--- src/rtl/rptr_handler.sv ---
// -----------------------------------------------------------------------------
// rptr_handler
// Read-side pointer and flag logic for a 2^WIDTH-entry asynchronous FIFO.
// Lives entirely in the read clock domain. It brings the write-domain Gray
// pointer across a 2-flop synchronizer, advances the binary read address and
// Gray read pointer, and produces empty / almost_empty / fill count plus a
// sticky underflow flag.
//
// Ports:
//   rclk          in   read-domain clock, all state changes on rising edge
//   rrst          in   synchronous active-low reset
//   ren           in   read request, honoured only while empty=0
//   wptr          in   Gray write pointer (asynchronous to rclk)
//   raddr         out  binary read counter; low WIDTH bits address memory
//   rptr          out  registered Gray read pointer, sent to write domain
//   wptr_sync     out  wptr after the 2-flop synchronizer
//   empty         out  FIFO empty, registered
//   almost_empty  out  fill count <= AE_LEVEL, registered
//   rcount        out  read-side fill level 0..2^WIDTH, registered
//   underflow     out  sticky, set by a read attempt while empty
// -----------------------------------------------------------------------------
module rptr_handler #(
   parameter int WIDTH    = 5,
   parameter int AE_LEVEL = 4
) (
   input  logic           rclk,
   input  logic           rrst,
   input  logic           ren,
   input  logic [WIDTH:0] wptr,
   output logic [WIDTH:0] raddr,
   output logic [WIDTH:0] rptr,
   output logic [WIDTH:0] wptr_sync,
   output logic           empty,
   output logic           almost_empty,
   output logic [WIDTH:0] rcount,
   output logic           underflow
);

   localparam logic [WIDTH:0] AE_THR = (WIDTH+1)'(AE_LEVEL);

   logic [WIDTH:0] r_wq1;
   logic [WIDTH:0] r_wptr_sync;
   logic [WIDTH:0] r_raddr;
   logic [WIDTH:0] r_rptr;
   logic           r_empty;
   logic           r_almost_empty;
   logic [WIDTH:0] r_rcount;
   logic           r_underflow;

   logic           w_rinc;
   logic [WIDTH:0] w_raddr_nxt;
   logic [WIDTH:0] w_rptr_nxt;
   logic [WIDTH:0] w_wbin;
   logic [WIDTH:0] w_diff;

   // XOR prefix from the MSB down.
   function automatic logic [WIDTH:0] gray2bin(input logic [WIDTH:0] g);
      logic [WIDTH:0] b;
      b[WIDTH] = g[WIDTH];
      for (int i = WIDTH - 1; i >= 0; i--) begin
         b[i] = b[i+1] ^ g[i];
      end
      return b;
   endfunction

   assign w_rinc      = ren & ~r_empty;
   assign w_raddr_nxt = r_raddr + {{WIDTH{1'b0}}, w_rinc};
   assign w_rptr_nxt  = (w_raddr_nxt >> 1) ^ w_raddr_nxt;
   assign w_wbin      = gray2bin(r_wptr_sync);
   // Modulo subtraction; the pointer MSB tells laps apart so equal means empty.
   assign w_diff      = w_wbin - w_raddr_nxt;

   always_ff @(posedge rclk) begin
      if (!rrst) begin
         r_wq1          <= '0;
         r_wptr_sync    <= '0;
         r_raddr        <= '0;
         r_rptr         <= '0;
         r_empty        <= 1'b1;
         r_almost_empty <= 1'b1;
         r_rcount       <= '0;
         r_underflow    <= 1'b0;
      end else begin
         r_wq1          <= wptr;
         r_wptr_sync    <= r_wq1;
         r_raddr        <= w_raddr_nxt;
         r_rptr         <= w_rptr_nxt;
         // Comparing against the next pointer flags empty on the same edge
         // that consumes the last entry, so there is no over-read.
         r_empty        <= (w_rptr_nxt == r_wptr_sync);
         // Uses the pre-edge synchronized pointer: may lag one cycle but
         // never overstates fill.
         r_almost_empty <= (w_diff <= AE_THR);
         r_rcount       <= w_diff;
         r_underflow    <= r_underflow | (ren & r_empty);
      end
   end

   assign raddr        = r_raddr;
   assign rptr         = r_rptr;
   assign wptr_sync    = r_wptr_sync;
   assign empty        = r_empty;
   assign almost_empty = r_almost_empty;
   assign rcount       = r_rcount;
   assign underflow    = r_underflow;

endmodule

--- config.mk ---
export PLATFORM = sky130hd
export DESIGN_NAME = rptr_handler
export DESIGN_NICKNAME = d
export VERILOG_FILES = /design/src/rtl/rptr_handler.sv
export SDC_FILE = /design/constraint.sdc
export NUM_CORES = 1
export LEC_CHECK = 0
export CAP_MARGIN = 20
export CORE_UTILIZATION = 50
export DETAILED_ROUTE_END_ITERATION = 8
export DONT_BUFFER_PORTS = 1
export MAX_ROUTING_LAYER = met4
export PLACE_DENSITY_LB_ADDON = 0.05
export SLEW_MARGIN = 5
export SYNTH_ARGS = -nofsm -noshare
export SYNTH_HDL_FRONTEND = slang
export SYNTH_SLANG_ARGS = --single-unit
--- constraint.sdc ---
create_clock -name rclk -period 8.6 [get_ports rclk]
set_clock_uncertainty 0.2 [all_clocks]
set_input_delay 1.29 -clock rclk [delete_from_list [all_inputs] [get_ports rclk]]
set_output_delay 1.29 -clock rclk [all_outputs]
set_load 0.01 [all_outputs]
==> flow_metrics.py, run 1 <==
metrics = {
    "hold_path": {
        "min_path_type": "reg -> reg",
        "hold_depth": 1,
        "hp-start": "r_wq1[4]$_SDFF_PN0_",
        "hold_end": "wptr_sync[4]$_SDFF_PN0_",
    },
    "route": {
        "wl_per_cell_um": 12.44,
        "route.vias.total": 892,
        "dr.pass1.iters": 3,
        "drc_errors": 0,
        "drtIter0Drc": 12,
        "wl_mm": 2.189,
        "avgViaCountPerCell": 5.068,
        "ant_nets": 0,
    },
    "critical_path": {
        "cpPeakStageDelay_ns": 0.55,
        "worstReg2RegStart": "wptr_sync[5]$_SDFF_PN0_",
        "path_class": "in -> reg",
        "crit_required_ns": 8.63,
        "r2r_end": "almost_empty$_SDFF_PN1_",
        "crit_chain": "nor2b_1 -> ha_1 -> ha_1 -> fa_1 -> maj3_1 -> o21bai_1 -> xor2_1 -> o41ai_2",
        "cp-end-kind": "flop",
        "rr_worst_depth": 10,
        "path_max_fanout": 6,
        "cp_data_arrival_time_ns": 3.52,
        "path_common_cell": "ha_1",
        "cp_slowest_cell": "fa_1",
        "r2r_slack_ns": 5.17,
        "crit_path_start_kind": "input pin",
    },
    "floorplanning": {
        "ios": 36,
        "row_count": 19,
        "core-area_um2": 2758,
        "dieArea_um2": 3130,
        "chipHeight_um": 55.95,
        "die_w_um": 55.95,
        "initial_core_util": 0.5277,
    },
    "finish": {
        "drive_gt1_frac": 0.1103,
        "antennaDiodeCount": 0,
        "finalInstanceArea_um2": 1528,
        "nets": 160,
        "n_fill_cell": 281,
        "area_delta_synth_final_pct": 4.987,
    },
    "cts": {
        "cts_sinks": 32,
        "clk_pin_slew_ns": 0.09,
        "holdBufCountCts": 0,
        "cts_tree": "done",
        "clk_latency_ns": 0.32,
        "numCtsBuffers": 5,
        "cts_resized": 0,
        "cts_max_path_buffers": 2,
        "postCtsSetupRepairBufs": 0,
        "root_buffer": "clkbuf_4",
        "htree_levels": 2,
    },
    "power_and_ir_drop": {
        "p_leak_nw": 0.6521,
        "p_clk_frac": 0.279,
        "powerDensity_nw_per_um2": 202.4,
        "combinationalPowerShare": 0.167,
        "sw_frac_of_total": 0.2725,
        "sequentialPowerShare": 0.554,
        "vdd_drop_max_uv": 127.4,
        "internal-power_w": 0.0002250,
        "p_sw_w": 0.00008427,
    },
    "yosys": {
        "synth_area_leaders": "dfxtp_1, and2_1, xor2_1",
        "synth_ff_type": "dfxtp_1",
        "synth_nets": 159,
        "avgSynthCellArea_um2": 10.18,
        "synthArstFlopShare": 0,
        "syn-cell-area_um2": 1455,
        "seq_area_frac_synth": 0.4402,
        "synthCells": 143,
        "yosysMostFrequentCell": "dfxtp_1",
        "ys_seq_elements": 32,
        "synth_top_area_share": 0.4402,
        "yosysWarnings": 0,
        "yosysTopAreaCell": "dfxtp_1",
        "synth.distinct_cells": 33,
        "synth_common_cells": "dfxtp_1, and2_1, xor2_1",
        "synth-edff-count": 0,
    },
    "sta": {
        "tns_ns": 0,
        "worst_slew_pin_slew_ns": 0.5518,
        "setup_viol": 0,
        "post-route-min-period_ns": 3.486,
        "finalHoldViolCount": 0,
        "rsz0062_at_grt": "false",
        "drv_slew": 0,
        "max-slew-margin-rel": 0.6318,
        "max_freq_ghz": 0.2869,
        "fin_crit_sh": 0.4053,
    },
    "place": {
        "port_buffers": 0,
        "gp_congestion": 0.7578,
        "placed_area_um2": 1466,
        "hpwl_mm": 1.628,
    },
    "grt": {
        "grt_pass1_wl_mm": 3.726,
        "gr-total-overflow": 0,
        "grt_max_degree": 33,
        "antenna_found_initial": 0,
        "grt_pass1_vias": 849,
        "grt_usage": 0.1657,
    },
    "run": {
        "max_cap_violations": 0,
    },
    "status": {
        "status": "complete, no violations",
    },
}
[worst max-delay path, delay by kind of cell]
family | cells | cell delay, ns
AND/OR/NAND/NOR | 1 | 0.11
XOR/XNOR | 1 | 0.11
AO/OA/AOI/OAI | 2 | 0.47
adder cells (fa/ha/maj) | 4 | 1.54
[metal layers]
layer / vias up / part of all wire / global-route usage / wire [µm]
met3: 8 / 0.055 / 0.05581 / 120
met4: 0 / 0.026 / 0.1080 / 57
met1: 395 / 0.45 / 0.1955 / 994
met2: 27 / 0.46 / 0.2410 / 1015
li1: 462 / - / - / -
met5: - / 0 / - / 0
[sequential cells by signal, summed over array words and instances, names as in the netlist]
signal        flops
wptr_sync         6
r_wq1             6
rcount            6
underflow         1
rptr              5
almost_empty      1
empty             1
raddr             6
[through the flow]
stage	hold slack (ns)	worst slack [ns]	instances	util	total power, W
after floorplan	0.2119	4.948	143	-	0.0002186
after global placement	0.2160	4.779	168	0.5318	0.0002264
after detailed placement	0.2224	4.768	168	0.5318	0.0002269
after CTS	0.2455	5.109	176	0.5540	0.0003149
after global routing	0.2685	4.910	176	0.5540	0.0003291
final	0.2398	5.114	176	0.5540	0.0003092
[worst max path at each step]
stage	from	to	slack [ns]
global placement	ren	almost_empty$_SDFF_PN1_	4.78
floorplan	ren	almost_empty$_SDFF_PN1_	4.95
global route	wptr_sync[5]$_SDFF_PN0_	almost_empty$_SDFF_PN1_	4.91
finish	ren	almost_empty$_SDFF_PN1_	5.11
detailed placement	ren	almost_empty$_SDFF_PN1_	4.77
CTS	ren	almost_empty$_SDFF_PN1_	5.11
[area by class of cell]
type	count	area, µm²	area share
Clock inverter	2	10.01	0.006552
Clock buffer	6	51.30	0.03358
Tap cell	31	38.79	0.02539
Sequential cell	32	640.6	0.4193
Multi-Input combinational cell	100	768.2	0.5029
Inverter	5	18.77	0.01228
[kinds of logic (layout without fill, tap and decap cells)]
kind of cell | Yosys count | in the layout | synth area share
fa+ha+maj | 9 | 9 | 0.07996
simple gates | 49 | 49 | 0.1935
buf+inv | 11 | 13 | 0.03181
flops | 32 | 32 | 0.4402
mux | 1 | 1 | 0.006879
xor+xnor | 28 | 28 | 0.1840
compound gates | 13 | 13 | 0.06364
[power groups by stage]
stage	Sequential [W]	Combinational, W	Clock, W
after CTS	0.000172	0.0000521	0.0000910
after detailed placement	0.000175	0.0000517	0
after floorplan	0.000173	0.0000453	0
after global placement	0.000175	0.0000512	0
final	0.000171	0.0000515	0.0000864
after global routing	0.000173	0.0000582	0.0000982
[cells in the final DEF, fill, tap and decap left out]
cell type and n:
and3_1 1, nor3_1 3, clkbuf_8 1, maj3_1 1, o21bai_1 1, clkbuf_4 5
nor2b_1 8, o41ai_2 1, o21ai_2 1, xnor2_1 9, nand3_1 2, ha_1 6
maj3_2 1, and2_2 1, xnor2_2 2, o211ai_1 1, dfxtp_1 32, and2b_2 1
clkinv_2 2, a21oi_1 5, o31ai_1 1, nor2_1 2, nand2_1 7, a22oi_1 1
mux2i_1 1, o21ai_0 1, and2_1 23, fa_1 1, inv_1 5, xor2_2 1
o21a_1 1, xor2_1 16, nand4_1 1
No activity file was read; power rests on OpenSTA's default activity.
==> inputs of run 2 (changes only) <==
Clock period 8.6 ns to 3.2 ns, I/O delays scaled along.
==> flow_metrics.py, run 2 (same netlist as run 1, synthesis figures left out) <==
metrics = {
    "route": {
        "drtIter0Drc": 24,
        "wl_mm": 2.329,
        "route.vias.total": 929,
        "ant_nets": 0,
        "drc_errors": 0,
        "wl_per_cell_um": 12.52,
        "dr.pass1.iters": 4,
        "avgViaCountPerCell": 4.995,
    },
    "floorplanning": {
        "ios": 36,
        "die_w_um": 55.95,
        "core-area_um2": 2758,
        "dieArea_um2": 3130,
        "initial_core_util": 0.5277,
        "row_count": 19,
        "chipHeight_um": 55.95,
    },
    "sta": {
        "drv_slew": 0,
        "finalHoldViolCount": 0,
        "worst_slew_pin_slew_ns": 0.4726,
        "setup_viol": 0,
        "max_freq_ghz": 0.3359,
        "rsz0062_at_grt": "false",
        "post-route-min-period_ns": 2.977,
        "fin_crit_sh": 0.9304,
        "max-slew-margin-rel": 0.6839,
        "tns_ns": 0,
    },
    "critical_path": {
        "path_class": "reg -> reg",
        "path_common_cell": "xor2_1",
        "r2r_end": "almost_empty$_SDFF_PN1_",
        "crit_path_start_kind": "flop",
        "cp_data_arrival_time_ns": 3.01,
        "crit_chain": "xnor2_1 -> xnor2_2 -> xor2_2 -> xor2_1 -> ha_1 -> fa_1 -> maj3_1 -> o21bai_1 -> xor2_1 -> o41ai_2",
        "path_max_fanout": 4,
        "crit_required_ns": 3.23,
        "cpPeakStageDelay_ns": 0.39,
        "cp_slowest_cell": "fa_1",
        "cp-end-kind": "flop",
        "r2r_slack_ns": 0.22,
        "rr_worst_depth": 10,
        "worstReg2RegStart": "wptr_sync[2]$_SDFF_PN0_",
    },
    "hold_path": {
        "hold_end": "empty$_SDFF_PN1_",
        "min_path_type": "in -> reg",
        "hp-start": "rrst",
        "hold_depth": 1,
    },
    "grt": {
        "grt_max_degree": 33,
        "grtUsageMet2": 0.2668,
        "grt_usage": 0.1688,
        "grt_pass1_vias": 853,
        "antenna_found_initial": 0,
        "use_met1": 0.1763,
        "grt_pass1_wl_mm": 3.726,
        "gr-max-usage-layer": "met2",
        "gr-usage-met3": 0.08140,
        "gr-total-overflow": 0,
    },
    "cts": {
        "clk_pin_slew_ns": 0.10,
        "cts_sinks": 32,
        "root_buffer": "clkbuf_4",
        "htree_levels": 2,
        "cts_tree": "done",
        "numCtsBuffers": 5,
        "cts_max_path_buffers": 2,
        "clk_latency_ns": 0.33,
    },
    "status": {
        "status": "complete, no violations",
    },
    "power_and_ir_drop": {
        "vdd_drop_max_uv": 421.4,
        "finalPower_w": 0.0008485,
        "powerDensity_nw_per_um2": 526.1,
        "p_leak_nw": 0.7026,
    },
    "finish": {
        "finalInstanceArea_um2": 1613,
        "fin_util": 0.5848,
        "area_delta_synth_final_pct": 10.83,
        "final_cell_mix": "dfxtp_1, and2_1, xor2_1",
        "n_fill_cell": 250,
        "final_common_cell": "dfxtp_1",
        "nets": 170,
        "antennaDiodeCount": 0,
        "drive_gt1_frac": 0.1677,
    },
    "place": {
        "hpwl_mm": 1.677,
        "port_buffers": 0,
        "placed_area_um2": 1526,
        "gp_congestion": 0.7000,
    },
    "run": {
        "max_cap_violations": 0,
    },
}
==> run 2: cell count changes in the layout (fill, tap and decap cells not counted), sizes merged <==
cell,change
buf,+9
dlygate4sd3,+1
==> run 2: worst max-delay path by stage <==
stage               cells after the start                       to                    start
floorplan                              10  almost_empty$_SDFF_PN1_  wptr_sync[5]$_SDFF_PN0_
global placement                       10  almost_empty$_SDFF_PN1_  wptr_sync[5]$_SDFF_PN0_
detailed placement                     10  almost_empty$_SDFF_PN1_  wptr_sync[5]$_SDFF_PN0_
CTS                                    10  almost_empty$_SDFF_PN1_  wptr_sync[5]$_SDFF_PN0_
global route                           10  almost_empty$_SDFF_PN1_  wptr_sync[2]$_SDFF_PN0_
finish                                 10  almost_empty$_SDFF_PN1_  wptr_sync[2]$_SDFF_PN0_
==> run 2: layer usage <==
metal  wire length, µm  part of all wire
met5                 0                 0
met4                50             0.021
met3               128             0.055
met2              1101              0.47
met1              1048              0.45
==> run 2: area by class of cell <==
cell class	instances	area [µm²]	area share
multi-input combinational	100	775.7	0.4810
sequential	32	640.6	0.3972
timing repair buffer	10	77.57	0.04810
clock buffer	6	51.30	0.03181
tap	31	38.79	0.02405
inverter	5	18.77	0.01164
clock inverter	2	10.01	0.006206
==> run 2: timing repair <==
action	4_1_cts	5_1_grt
endpoints found under the setup margin	0	1
hold buffers	1	0
resized for setup	0	1
buffers inserted	0	1
hold endpoints to repair	1	0
==> run 2: power by group <==
part	total (W)	switching [W]	internal, W
logic	0.000156	0.0000755	0.0000801
registers	0.000458	0.0000271	0.000431
clock network	0.000235	0.000131	0.000104
total	0.000849	0.000234	0.000615
==> run 2: critical path, delay by kind of cell (launching register included) <==
family / cells / cell delay (ns)
compound gates: 2 / 0.49
xor+xnor: 5 / 0.86
flops: 1 / 0.34
fa+ha+maj: 3 / 0.99
==> run 2: per-stage QoR <==
| stage | setup slack (ns) | hold slack, ns | instances |
|---|---|---|---|
| after detailed placement | 0.1640 | 0.2216 | 176 |
| after global routing | 0.03160 | 0.001663 | 186 |
| after CTS | 0.08782 | 0.002565 | 185 |
| after floorplan | 0.01346 | 0.2119 | 143 |
| after global placement | 0.2377 | 0.2160 | 176 |
| final | 0.2226 | 0.01618 | 186 |
